[config.mk]
export PLATFORM = sky130hd
export DESIGN_NAME = vga_driver_flat
export DESIGN_NICKNAME = d
export VERILOG_FILES = /design/src/rtl/vga_timing_pkg.sv /design/src/rtl/vga_driver_if.sv /design/src/rtl/vga_timing_cnt.sv /design/src/rtl/vga_driver.sv /design/src/flat_wrapper.sv
export SDC_FILE = /design/constraint.sdc
export NUM_CORES = 1
export LEC_CHECK = 0
export CORE_MARGIN = 2
export CORE_UTILIZATION = 55
export CTS_CLUSTER_DIAMETER = 60
export DETAILED_ROUTE_END_ITERATION = 8
export DONT_BUFFER_PORTS = 1
export PLACE_DENSITY = 0.7
export REMOVE_ABC_BUFFERS = 1
export SYNTH_ARGS = -nofsm -noshare
export SYNTH_HDL_FRONTEND = slang
export SYNTH_SLANG_ARGS = --single-unit
[constraint.sdc]
create_clock -name pixel_clk -period 4.4 [get_ports pixel_clk]
set_input_delay 0.22 -clock pixel_clk [delete_from_list [all_inputs] [get_ports pixel_clk]]
set_output_delay 0.22 -clock pixel_clk [all_outputs]
set_load 0.01 [all_outputs]
[src/rtl/vga_timing_pkg.sv]
// rtl/vga_timing_pkg.sv - 720p raster timing constants, RGB222 colours and a window helper
//
// Purpose : shared constants for the VGA/HDMI raster path.
//   H_* / V_*        : 1280x720@60 timing, in pixel clocks and lines
//   H_TOTAL, V_TOTAL : full line length and full frame height
//   CNT_W, RGB_W     : counter and pixel widths
//   RGB_*            : RGB222 colour constants ({r[1:0], g[1:0], b[1:0]})
//   in_range()       : inclusive range test of a counter value
package vga_timing_pkg;

    localparam int H_SYNC  = 40;
    localparam int H_BACK  = 220;
    localparam int H_DISP  = 1280;
    localparam int H_FRONT = 110;
    localparam int V_SYNC  = 5;
    localparam int V_BACK  = 20;
    localparam int V_DISP  = 720;
    localparam int V_FRONT = 5;

    localparam int H_TOTAL = H_SYNC + H_BACK + H_DISP + H_FRONT;
    localparam int V_TOTAL = V_SYNC + V_BACK + V_DISP + V_FRONT;

    localparam int CNT_W = 11;
    localparam int RGB_W = 6;

    localparam logic [RGB_W-1:0] RGB_BLACK = 6'b00_00_00;
    localparam logic [RGB_W-1:0] RGB_WHITE = 6'b11_11_11;
    localparam logic [RGB_W-1:0] RGB_RED   = 6'b11_00_00;
    localparam logic [RGB_W-1:0] RGB_GREEN = 6'b00_11_00;
    localparam logic [RGB_W-1:0] RGB_BLUE  = 6'b00_00_11;

    // Comparing as int keeps the bounds free of width truncation; the
    // counter is zero-extended so no negative values can appear.
    function automatic logic in_range(logic [CNT_W-1:0] value, int lo, int hi);
        return (int'(value) >= lo) && (int'(value) <= hi);
    endfunction

endpackage

[src/rtl/vga_driver_if.sv]
// rtl/vga_driver_if.sv - pixel-source request/return and sync output bundle
//
// Purpose : groups the pixel request/return path and the raster outputs.
//   pixel_data  : RGB222 from the pixel source, PIX_LAT cycles after its request
//   pixel_xpos  : requested column
//   pixel_ypos  : requested row
//   data_req    : pixel_xpos/pixel_ypos hold a valid request
//   vga_hs/vs   : horizontal / vertical sync
//   vga_de      : active video
//   vga_rgb     : RGB222 out, black while vga_de is low
//   frame_start : one-cycle pulse per frame
// Modports: master = vga_driver side, slave = pixel source / PHY side.
interface vga_driver_if;
    import vga_timing_pkg::CNT_W;
    import vga_timing_pkg::RGB_W;

    logic [RGB_W-1:0] pixel_data;
    logic [CNT_W-1:0] pixel_xpos;
    logic [CNT_W-1:0] pixel_ypos;
    logic             data_req;
    logic             vga_hs;
    logic             vga_vs;
    logic             vga_de;
    logic [RGB_W-1:0] vga_rgb;
    logic             frame_start;

    modport master (
        input  pixel_data,
        output pixel_xpos, pixel_ypos, data_req,
        output vga_hs, vga_vs, vga_de, vga_rgb, frame_start
    );

    modport slave (
        output pixel_data,
        input  pixel_xpos, pixel_ypos, data_req,
        input  vga_hs, vga_vs, vga_de, vga_rgb, frame_start
    );

endinterface

[src/rtl/vga_timing_cnt.sv]
// rtl/vga_timing_cnt.sv - horizontal/vertical raster position counters
//
// Purpose : h_cnt runs 0..H_TOTAL-1 every line; v_cnt advances on each
//           h_cnt wrap and runs 0..V_TOTAL-1 every frame.
// Ports   :
//   pixel_clk : pixel clock
//   sys_rst   : synchronous active-high reset, returns both counters to 0
//   h_cnt     : pixel position within the line
//   v_cnt     : line position within the frame
module vga_timing_cnt #(
    parameter int H_TOTAL = vga_timing_pkg::H_TOTAL,
    parameter int V_TOTAL = vga_timing_pkg::V_TOTAL
) (
    input  logic                             pixel_clk,
    input  logic                             sys_rst,
    output logic [vga_timing_pkg::CNT_W-1:0] h_cnt,
    output logic [vga_timing_pkg::CNT_W-1:0] v_cnt
);
    import vga_timing_pkg::CNT_W;

    localparam logic [CNT_W-1:0] H_LAST = CNT_W'(H_TOTAL - 1);
    localparam logic [CNT_W-1:0] V_LAST = CNT_W'(V_TOTAL - 1);

    always_ff @(posedge pixel_clk) begin
        if (sys_rst) begin
            h_cnt <= '0;
            v_cnt <= '0;
        end else if (h_cnt == H_LAST) begin
            h_cnt <= '0;
            v_cnt <= (v_cnt == V_LAST) ? '0 : v_cnt + 1'b1;
        end else begin
            h_cnt <= h_cnt + 1'b1;
        end
    end

endmodule

[src/rtl/vga_driver.sv]
// rtl/vga_driver.sv - raster timing, pixel requests and aligned RGB222 output
//
// Purpose : generates sync/data-enable timing, requests pixels from the
//           pixel source PIX_LAT cycles ahead of display, and registers the
//           returned data together with the sync outputs.
// Ports   :
//   pixel_clk : pixel clock
//   sys_rst   : synchronous active-high reset
//   vif       : vga_driver_if.master (pixel request/return, sync outputs)
module vga_driver #(
    parameter int H_SYNC  = vga_timing_pkg::H_SYNC,
    parameter int H_BACK  = vga_timing_pkg::H_BACK,
    parameter int H_DISP  = vga_timing_pkg::H_DISP,
    parameter int H_FRONT = vga_timing_pkg::H_FRONT,
    parameter int V_SYNC  = vga_timing_pkg::V_SYNC,
    parameter int V_BACK  = vga_timing_pkg::V_BACK,
    parameter int V_DISP  = vga_timing_pkg::V_DISP,
    parameter int V_FRONT = vga_timing_pkg::V_FRONT,
    parameter bit H_POL   = 1'b1,
    parameter bit V_POL   = 1'b1,
    parameter int PIX_LAT = 1
) (
    input  logic         pixel_clk,
    input  logic         sys_rst,
    vga_driver_if.master vif
);
    import vga_timing_pkg::CNT_W;
    import vga_timing_pkg::RGB_BLACK;
    import vga_timing_pkg::in_range;

    localparam int H_TOTAL = H_SYNC + H_BACK + H_DISP + H_FRONT;
    localparam int V_TOTAL = V_SYNC + V_BACK + V_DISP + V_FRONT;
    localparam int H_ACT   = H_SYNC + H_BACK;
    localparam int V_ACT   = V_SYNC + V_BACK;

    // Requests lead the displayed column by PIX_LAT so the returned data
    // lands exactly on the de_raw window.
    localparam int               REQ_H_LO = H_ACT - PIX_LAT;
    localparam int               REQ_H_HI = H_ACT + H_DISP - 1 - PIX_LAT;
    localparam logic [CNT_W-1:0] REQ_X0   = CNT_W'(REQ_H_LO);
    localparam logic [CNT_W-1:0] REQ_Y0   = CNT_W'(V_ACT);

    logic [CNT_W-1:0] h_cnt;
    logic [CNT_W-1:0] v_cnt;

    logic v_win;
    logic h_req_win;
    logic h_de_win;
    logic hs_raw;
    logic vs_raw;
    logic de_raw;
    logic req;

    vga_timing_cnt #(
        .H_TOTAL (H_TOTAL),
        .V_TOTAL (V_TOTAL)
    ) u_cnt (
        .pixel_clk (pixel_clk),
        .sys_rst   (sys_rst),
        .h_cnt     (h_cnt),
        .v_cnt     (v_cnt)
    );

    always_comb begin
        v_win     = in_range(v_cnt, V_ACT, V_ACT + V_DISP - 1);
        h_req_win = in_range(h_cnt, REQ_H_LO, REQ_H_HI);
        h_de_win  = in_range(h_cnt, H_ACT, H_ACT + H_DISP - 1);
        hs_raw    = int'(h_cnt) < H_SYNC;
        vs_raw    = int'(v_cnt) < V_SYNC;
        de_raw    = h_de_win && v_win;
        // Gated by reset so the request path is quiet even before the
        // counters have seen their first reset edge.
        req       = h_req_win && v_win && !sys_rst;
    end

    // Subtractions are only exposed inside the window, so they never wrap.
    assign vif.data_req   = req;
    assign vif.pixel_xpos = req ? (h_cnt - REQ_X0) : '0;
    assign vif.pixel_ypos = req ? (v_cnt - REQ_Y0) : '0;

    always_ff @(posedge pixel_clk) begin
        if (sys_rst) begin
            vif.vga_hs      <= ~H_POL;
            vif.vga_vs      <= ~V_POL;
            vif.vga_de      <= 1'b0;
            vif.vga_rgb     <= RGB_BLACK;
            vif.frame_start <= 1'b0;
        end else begin
            vif.vga_hs      <= hs_raw ? H_POL : ~H_POL;
            vif.vga_vs      <= vs_raw ? V_POL : ~V_POL;
            vif.vga_de      <= de_raw;
            vif.vga_rgb     <= de_raw ? vif.pixel_data : RGB_BLACK;
            vif.frame_start <= (h_cnt == '0) && (v_cnt == '0);
        end
    end

endmodule

[src/flat_wrapper.sv]
// flat-port wrapper written by rule: the top's interface ports become plain ports
module vga_driver_flat import vga_timing_pkg::CNT_W; import vga_timing_pkg::RGB_BLACK; import vga_timing_pkg::in_range;
#(
    parameter int H_SYNC  = vga_timing_pkg::H_SYNC,
    parameter int H_BACK  = vga_timing_pkg::H_BACK,
    parameter int H_DISP  = vga_timing_pkg::H_DISP,
    parameter int H_FRONT = vga_timing_pkg::H_FRONT,
    parameter int V_SYNC  = vga_timing_pkg::V_SYNC,
    parameter int V_BACK  = vga_timing_pkg::V_BACK,
    parameter int V_DISP  = vga_timing_pkg::V_DISP,
    parameter int V_FRONT = vga_timing_pkg::V_FRONT,
    parameter bit H_POL   = 1'b1,
    parameter bit V_POL   = 1'b1,
    parameter int PIX_LAT = 1
)
  (pixel_clk, sys_rst, vif_pixel_data, vif_pixel_xpos, vif_pixel_ypos, vif_data_req, vif_vga_hs, vif_vga_vs, vif_vga_de, vif_vga_rgb, vif_frame_start);
  vga_driver_if vif_i ();
  input  logic pixel_clk;
  input  logic sys_rst;
  input wire logic [$bits(vif_i.pixel_data)-1:0] vif_pixel_data;
  output wire logic [$bits(vif_i.pixel_xpos)-1:0] vif_pixel_xpos;
  output wire logic [$bits(vif_i.pixel_ypos)-1:0] vif_pixel_ypos;
  output wire logic [$bits(vif_i.data_req)-1:0] vif_data_req;
  output wire logic [$bits(vif_i.vga_hs)-1:0] vif_vga_hs;
  output wire logic [$bits(vif_i.vga_vs)-1:0] vif_vga_vs;
  output wire logic [$bits(vif_i.vga_de)-1:0] vif_vga_de;
  output wire logic [$bits(vif_i.vga_rgb)-1:0] vif_vga_rgb;
  output wire logic [$bits(vif_i.frame_start)-1:0] vif_frame_start;
  assign vif_i.pixel_data = vif_pixel_data;
  assign vif_pixel_xpos = vif_i.pixel_xpos;
  assign vif_pixel_ypos = vif_i.pixel_ypos;
  assign vif_data_req = vif_i.data_req;
  assign vif_vga_hs = vif_i.vga_hs;
  assign vif_vga_vs = vif_i.vga_vs;
  assign vif_vga_de = vif_i.vga_de;
  assign vif_vga_rgb = vif_i.vga_rgb;
  assign vif_frame_start = vif_i.frame_start;
  vga_driver #(.H_SYNC(H_SYNC), .H_BACK(H_BACK), .H_DISP(H_DISP), .H_FRONT(H_FRONT), .V_SYNC(V_SYNC), .V_BACK(V_BACK), .V_DISP(V_DISP), .V_FRONT(V_FRONT), .H_POL(H_POL), .V_POL(V_POL), .PIX_LAT(PIX_LAT)) u_core (.pixel_clk(pixel_clk), .sys_rst(sys_rst), .vif(vif_i));
endmodule
Yosys cells after proc, flatten, opt, wreduce, memory -nomap -nowiden
Index checks and enable logic that the tools add are counted.
{ "op_classes": {"n_lt_le_gt_ge": 8, "bitwise": 1, "addsub": 4, "muxes": 5, "n_eq_ne": 2, "reduce_logical": 12} }
{ "op_table": {"columns": ["cell", "n"], "rows": [
  ["11-bit two-way mux", 3],
  ["11-bit by 1-bit adder with 11-bit output, second input constant", 2],
  ["11-bit by 9-bit greater-or-equal comparator with 1-bit output, second input constant", 2],
  ["11-bit <= comparator, second input constant", 2],
  ["11-bit logical NOT", 2],
  ["11-bit by 10-bit equality test with 1-bit output, second input constant", 1],
  ["11-bit equality test, second input constant", 1],
  ["11-bit by 5-bit greater-or-equal comparator with 1-bit output, second input constant", 1],
  ["11-bit by 10-bit <= comparator with 1-bit output, second input constant", 1],
  ["11-bit by 3-bit less-than comparator with 1-bit output, second input constant", 1],
  ["11-bit by 6-bit less-than comparator with 1-bit output, second input constant", 1],
  ["11-bit by 5-bit subtractor with 11-bit output, second input constant", 1],
  ["11-bit by 9-bit subtractor with 11-bit output, second input constant", 1],
  ["1-bit logical AND", 7],
  ["2-bit OR reduction", 2],
  ["1-bit two-way mux", 2],
  ["1-bit logical NOT", 1],
  ["1-bit NOT", 1]
]} }
{ "totals": {"elab_cells": 39, "regBits": 32, "in_bits": 8} }

Depth between registers and ports, before layout
Gate-level depths: netlist of the first run.
{ "logic_depth": {"ltp_word": 5, "mapped_depth": 8} }

Hierarchy
A second synthesis of the first run with hierarchy kept.
{ "unflattened": {"hier_cells": 255, "area_unflattened_um2": 2142.1} }
{ "modules_own_cells": {"columns": ["module", "instances", "area_each_um2", "cells_each"], "rows": [
  ["vga_driver", 1, 1088.5, 137],
  ["vga_timing_cnt", 1, 1053.5, 118]
]} }

Worst setup path before layout of the first run
OpenSTA, ideal clock, no wires.
{ "synth_path": {"path_kind": "flip-flop to output port", "from": "register u_core.u_cnt.h_cnt[1] (netlist bit)", "to": "output port vif_pixel_xpos[10]", "slack_ps": 2316, "path_stages_with_launch": 7, "path_buffers": 1, "t_arrival_ps": 1864, "cell_sequence": "dfxtp_1 ha_1 or4b_1 a31oi_1 o31ai_2 buf_6 nor3_2"} }
{ "synth_between": {"elab_chain_cells": 5} }
{ "synth_rtl": {"columns": ["element", "line", "rtl"], "rows": [
  ["from (decl)", "vga_timing_cnt.sv:16", "output logic [vga_timing_pkg::CNT_W-1:0] h_cnt,"],
  ["from (signal assigned)", "vga_timing_cnt.sv:32", "h_cnt <= h_cnt + 1'b1;"],
  ["11-bit by 9-bit greater-or-equal comparator with 1-bit output / 11-bit <= comparator (equally long branches)", "vga_timing_pkg.sv:35", "return (int'(value) >= lo) && (int'(value) <= hi);"],
  ["1-bit logical AND", "vga_timing_pkg.sv:35", null],
  ["1-bit logical AND (2 in series)", "vga_driver.sv:73", "req = h_req_win && v_win && !sys_rst;"],
  ["11-bit two-way mux (*)", "vga_driver.sv:78", "assign vif.pixel_xpos = req ? (h_cnt - REQ_X0) : '0;"],
  ["to (decl)", "flat_wrapper.sv:21", "output wire logic [$bits(vif_i.pixel_xpos)-1:0] vif_pixel_xpos;"]
]} }
Every way passes the cells marked *; elsewhere a longest branch is shown, timed or not.

Worst setup path in the final report of the first run
{ "layout_path": {"from": "register u_core.u_cnt.v_cnt[1] (netlist bit)", "to": "output port vif_pixel_xpos[9]"} }
{ "layout_between": {"elab_chain_cells": 5} }
{ "layout_rtl": {"columns": ["element", "line", "rtl"], "rows": [
  ["from (decl)", "vga_timing_cnt.sv:17", "output logic [vga_timing_pkg::CNT_W-1:0] v_cnt"],
  ["from (signal assigned)", "vga_timing_cnt.sv:30", "v_cnt <= (v_cnt == V_LAST) ? '0 : v_cnt + 1'b1;"],
  ["11-bit by 5-bit greater-or-equal comparator with 1-bit output / 11-bit by 10-bit <= comparator with 1-bit output (equally long branches)", "vga_timing_pkg.sv:35", null],
  ["1-bit logical AND (*)", "vga_timing_pkg.sv:35", null],
  ["1-bit logical AND (*) (2 in series)", "vga_driver.sv:73", null],
  ["11-bit two-way mux (*)", "vga_driver.sv:78", null]
]} }
Marked as above.

==> out/qor.txt, run 1 <==
Dpl hpwl: 3450 um
Final min period: 3.07 ns
DR WL/cell: 16.3 um
Clock Latency Late Sink: 0.29 ns
Crit path capture type: primary output
CTS clk-pin slew, worst paths: 0.07 ns
TritonCTS Buffers: 5
Most used DFF post-synth: dfxtp_1
CP Max Fanout: 18
DR pass1 iterations: 4
Lkg Pwr: 0.000793 uW
Initial Util: 0.571
Port Buf Inserts: 0
Multi-input logic area: 0.00144 mm^2
Worst Path Arrival: 2.85 ns
Slew Limit Fails: 0
Setup ws final: 1.33 ns
Largest net degree at the start of global routing: 19
FP Rows: 23
CTS sink count: 32
Clock Skew: 0.00722 ns
Worst EP required: 4.18 ns
Setup repair bufs after CTS: 0
Critical path cell sequence: inv_1, ha_1, or4_1, nand3_1, a221o_1, buf_4, nor3_2
Initial antenna violation count: 0
Routability Congestion: 0.849
Critical path's largest stage delay: 0.76 ns
Final Power: 621 uW
Global route overflow: 0
Worst-Margin Slew: 0.912 ns
DRC viols: 0
Crit Path Class: reg2out
Number of nets in the layout: 276
Tcrit/Tclk final: 0.697
Routed wire length: 5060 um
Startpoint types: flip-flop
Placed Cells: 302
Storage cell area: 641 um^2
Post-synthesis sequential area ratio: 0.278
Max cap viols: 0
DR iter-0 viols: 124
H-tree levels: 2
Yosys reg bits: 32
Core area: 0.00403 mm^2
Clock Tree Root: clkbuf_8
CP max-delay cell: a221o_1
Longest Clk Path Bufs: 2
Final Hold Fails: 0
Number of fill cells: 379
Layout overhead on the synthesized area: 2.34%
Synth area leaders: dfxtp_1 (28%), nor3_2 (8.3%), xnor2_1 (7.6%)
Status: complete, no violations
All-Layer GR Usage: 0.228
Area leader, netlist: dfxtp_1
Final setup fails: 0
Die area: 0.00472 mm^2
DR vias: 1926
Share of cells above drive strength 1: 0.146
Cell Area, Synth: 0.00230 mm^2
Post-Syn Instances: 278
Post-place setup slack: 1.65 ns
Slew headroom: 0.392
Syn. warnings: 0
First-pass GRT wire length: 8070 um
VDD IR max: 0.225 mV
Max Freq: 326 MHz
Setup Total Neg Slack: 0 ns
Die W: 68.7 um
Number of global-route vias before repair: 1646
Ys async rst share: 0
Post-DRT Antenna Nets: 0
Via-to-Cell Ratio: 6.19
Pwr Density: 264 mW/mm^2
CTS tree: yes
Post-synth EDFFs: 0
Ant diodes: 0
Top Ports: 41
RSZ-0062 raised after global routing: false
Hold Path Class: in2reg
Avg Inst Size Synth: 8.28 um^2
Die Ht: 68.7 um
Non-Filler Instances: 311
Yosys cell types: 52
Top cell type's share of synthesized area: 0.278
[cell usage after synthesis (5+ instances only)]
cell type,count
nor3_1,6
xnor2_1,20
ha_1,8
buf_2,9
xor2_1,5
nand3_1,9
a21oi_1,14
nand2_1,10
dfxtp_1,32
o32ai_1,5
o21ai_0,6
nor3_2,19
clkbuf_1,12
and3_1,5
inv_1,20
nor2_1,20
nand4_1,12
a211oi_1,6
or3_1,7
[critical path, delay by kind of cell (launching register included)]
kind	cells	cell delay, ns
AND/OR/NAND/NOR	3	0.57
buffers and inverters	2	0.49
flip-flops	1	0.51
AO/OA/AOI/OAI	1	0.76
adder cells (fa/ha/maj)	1	0.22
[timing repair]
action	4_1_cts	5_1_grt
gates resized for setup	0	0
hold buffers	1	0
endpoints found under the hold margin	7	0
[routing by layer]
metal / wire (um) / GRT usage
met3: 464 / 0.0487
met4: 80 / 0.0882
met2: 2140 / 0.321
met5: 0 / 0
met1: 2380 / 0.336
[flip-flops by register name (all words and copies together), names as in the netlist]
register,count
u_core.u_cnt.v_cnt,11
u_core.vif.frame_start,1
u_core.u_cnt.h_cnt,11
u_core.vif.vga_de,1
u_core.vif.vga_hs,1
u_core.vif.vga_vs,1
u_core.vif.vga_rgb,6
[cell families (layout without fill, tap and decap cells)]
family / Yosys count / count (layout) / share of synthesized area
adder cells (fa/ha/maj): 8 / 8 / 0.0435
buffers and inverters: 48 / 31 / 0.0994
flip-flops: 32 / 32 / 0.278
AO/OA/AOI/OAI: 49 / 49 / 0.156
AND/OR/NAND/NOR: 116 / 116 / 0.328
XOR/XNOR: 25 / 25 / 0.0951
[layout by cell type, fill, tap and decap left out, types with 3 or more instances in the layout]
cell	synthesis	routed
inv_1	20	20
o32ai_1	5	5
nor3_2	19	19
clkbuf_8	0	5
dfxtp_1	32	32
or3_1	7	7
or4_1	4	4
a211oi_1	6	6
nor2b_1	3	3
nor2_1	20	20
and4_1	3	3
and2_1	3	3
a21oi_1	14	14
a31oi_1	3	3
nor3_1	6	6
nand3_1	9	9
nand2_1	10	10
ha_1	8	8
and3_1	5	5
o21ai_0	6	6
xor2_1	5	5
xnor2_1	20	20
nand4_1	12	12
[path summary, 6_finish.rpt]
path	from	to	slack, ns	cells past startpoint
hold reg to reg	u_core.u_cnt.v_cnt[10]	u_core.u_cnt.v_cnt[10]	0.59	2
hold / removal	vif_pixel_data[2]	u_core.vif.vga_rgb[2]	0.03	2
setup reg to reg	u_core.u_cnt.v_cnt[1]	u_core.vif.vga_rgb[5]	1.76	7
setup / recovery	u_core.u_cnt.v_cnt[1]	vif_pixel_xpos[9]	1.33	7
[per-stage QoR]
step                       util  cell area [um^2]  hold slack (ns)
after CTS                 0.585              2360           0.0250
final                     0.585              2360           0.0334
after detailed placement  0.555              2230            0.294
after global placement    0.555              2230            0.292
after floorplan               -              2150            0.289
after global routing      0.585              2360           0.0334
[final cells by class]
type	count	share of cell area
multi-input combinational	198	0.612
timing repair buffer	3	0.0106
clock buffer	5	0.0292
clock inverter	3	0.0181
sequential	32	0.272
tap	50	0.0266
inverter	20	0.0319
[report_power, final]
part	switching, uW	leakage (uW)	total (uW)	internal [uW]
Combinational	19.3	0.000479	34.2	15.0
Sequential	9.07	0.000259	303	294
Clock	117	0.0000541	284	167
Total	145	0.000793	621	476
(Power assumes the default switching activity.)
==> run 2, diff against run 1 <==
Settings changed: ABC_AREA from default to 1, PLACE_DENSITY 0.7 to 0.73.
Clock period 4.4 ns to 2.8 ns, I/O delays scaled along.
==> run 2 against run 1 <==
Compared with the run above: sequential share of layout area down 3.0 points; highest routed layer unchanged; critical endpoint is now vif_pixel_xpos[7]; critical path type unchanged; flip-flop and latch count is the same; cell area is 12% higher.
==> out/qor.txt, run 2 <==
RSZ-0062 raised after global routing: false
Global route overflow: 0
Synth area leaders: dfxtp_1 (26%), nand2_1 (13%), nor3_2 (11%)
Via-to-Cell Ratio: 5.44
Die area: 0.00509 mm^2
VDD IR max: 0.371 mV
Setup repair bufs after CTS: 0
Startpoint types: flip-flop
Yosys cell types: 31
Leading cell type in the layout, fill and taps excluded: nand2_1
Crit Path Class: reg2out
WL met3: 500 um
Die Ht: 71.4 um
FF-to-FF End: u_core.vif.vga_rgb[5]
Routed wire length: 6010 um
CTS clk-pin slew, worst paths: 0.07 ns
Top Ports: 41
Worst EP required: 2.66 ns
DR WL/cell: 14.0 um
Max Freq: 426 MHz
Area after DPL: 0.00249 mm^2
Flop pwr share: 0.535
Clock Latency Late Sink: 0.29 ns
Avg Inst Size Synth: 6.71 um^2
Dpl hpwl: 4520 um
Worst reg2reg setup slack: 0.72 ns
RR Startpoint: u_core.u_cnt.v_cnt[0]
Hold wc startpoint: sys_rst
Final Hold Fails: 0
Tcrit/Tclk final: 0.838
Logic pwr share: 0.078
Most frequent cells in the layout: nand2_1 (87), nor2_1 (53), inv_1 (35), dfxtp_1 (32), nor3_2 (28)
Top layer in use: met4
Number of nets in the layout: 393
Lkg Pwr: 0.00114 uW
Routability Congestion: 1.05
Pwr Density: 333 mW/mm^2
CTS tree: yes
Hold path cells: 3
Internal: 655 uW
Top cells by count, synth: nand2_1 (87), nor2_1 (53), inv_1 (35)
Area leader, netlist: dfxtp_1
Max cap viols: 0
Largest net degree at the start of global routing: 24
All-Layer GR Usage: 0.249
Post-DRT Antenna Nets: 0
Post-synth EDFFs: 0
CP Max Fanout: 21
Met1 WL: 2770 um
Switching share of power: 0.257
Hold Path Class: in2reg
First-pass GRT wire length: 10100 um
Crit path capture type: primary output
Most used DFF post-synth: dfxtp_1
R2r worst-path depth: 10
Core area: 0.00435 mm^2
CTS Hold Buffers Added: 7
Ys async rst share: 0
DR pass1 iterations: 5
Setup Total Neg Slack: 0 ns
Cell with the most instances after synthesis: nand2_1
Top Registers: u_core.u_cnt.h_cnt: 11 flops, u_core.u_cnt.v_cnt: 11 flops, u_core.vif.vga_rgb: 6 flops
Slew Limit Fails: 0
Number of global-route vias before repair: 2100
Syn. warnings: 0
Clock share of power: 0.388
CTS sink count: 32
Worst Path Arrival: 2.21 ns
Met2 routed wirelength: 2660 um
Longest Clk Path Bufs: 2
Post_cts resized: 0
Hold_ws: 0.197 ns
Switching power: 227 uW
Yosys reg bits: 32
Status: complete, no violations
Share of cells above drive strength 1: 0.202
Final min period: 2.35 ns
Post-synthesis sequential area ratio: 0.257
TritonCTS Buffers: 5
DR vias: 2333
DR iter-0 viols: 206
Initial Util: 0.573
Top cell type's share of synthesized area: 0.257
Initial antenna violation count: 0
FP Rows: 24
Ant diodes: 0
Design area: 0.00265 mm^2
Layout overhead on the synthesized area: 6.07%
Clock Tree Root: clkbuf_8
Port Buf Inserts: 0
Clock Skew: 0.00812 ns
Worst-Margin Slew: 0.406 ns
H-tree levels: 2
Cell Area, Synth: 0.00249 mm^2
Die W: 71.4 um
Slew headroom: 0.729
Worst hold endpoint: u_core.vif.vga_vs
Post-Syn Instances: 372
Final setup fails: 0
DRC viols: 0
## run 2: cell count changes in the layout (fill, tap and decap cells not counted), moves of 7 or more
cell     previous run  this run
nor3_2             19        28
xnor2_1            20         1
or3_1               7         0
inv_1              20        35
nand3_1             9        25
nor2_1             20        53
nor2_2              0         9
xor2_1              5        15
inv_2               0        14
nand2_1            10        87
## run 2: power by group through the flow
| stage | combinational, uW | sequential, uW | clock, uW |
|---|---|---|---|
| final | 68.6 | 472 | 342 |
| after global routing | 78.6 | 473 | 363 |
| after CTS | 67.9 | 471 | 351 |
| after detailed placement | 58.8 | 482 | 0 |
| after global placement | 57.5 | 482 | 0 |
| after floorplan | 47.5 | 479 | 0 |
## run 2: worst max path at each step
stage,endpoint,start,slack [ns],cells past startpoint
floorplan,vif_data_req,u_core.u_cnt.v_cnt[0],0.82,8
global placement,u_core.vif.vga_rgb[2],u_core.u_cnt.v_cnt[0],0.79,10
detailed placement,u_core.vif.vga_rgb[5],u_core.u_cnt.v_cnt[0],0.72,10
CTS,vif_pixel_xpos[7],u_core.u_cnt.v_cnt[0],0.47,9
global route,vif_pixel_xpos[3],u_core.u_cnt.v_cnt[0],0.31,9
finish,vif_pixel_xpos[7],u_core.u_cnt.v_cnt[0],0.45,9
## run 2: worst max-delay path: stages (launching register included)
cell,delay (ns)
dfxtp_1,0.52
nor2_1,0.12
nand2_1,0.14
nand2_2,0.11
nand2_1,0.12
inv_1,0.05
nand2_1,0.07
nand3_2,0.20
buf_4,0.32
nor3_2,0.24
## run 2: per-layer routing
metal  global-route usage  vias up
met3               0.0520        9
met4               0.0608        0
met2                0.377       98
met5                    0        -
li1                     -     1190
met1                0.361     1036
## run 2: layout make-up
cell class	instances	area, um^2
clock buffers	5	68.8
clock inverters	2	12.5
well taps	52	65.1
repair buffers	9	85.1
inverters	50	188
multi-input cells	279	1590
fillers	442	1710
flip-flops and latches	32	641
## run 2: kinds of logic (layout without fill, tap and decap cells)
logic type | after synthesis | in the layout | synth area share
buf+inv | 61 | 66 | 0.107
fa+ha+maj | 8 | 8 | 0.0401
xor+xnor | 16 | 16 | 0.0562
compound gates | 19 | 19 | 0.0441
simple gates | 236 | 236 | 0.495
flops | 32 | 32 | 0.257
## run 2: stage by stage
step / util / power (uW) / std cells / worst slack, ns
2_1_floorplan: - / 527 / 361 / 0.816
3_3_place_gp: 0.573 / 539 / 415 / 0.785
3_5_place_dp: 0.573 / 541 / 415 / 0.724
4_1_cts: 0.608 / 890 / 429 / 0.467
5_1_grt: 0.608 / 915 / 429 / 0.309
6_report: 0.608 / 882 / 429 / 0.453
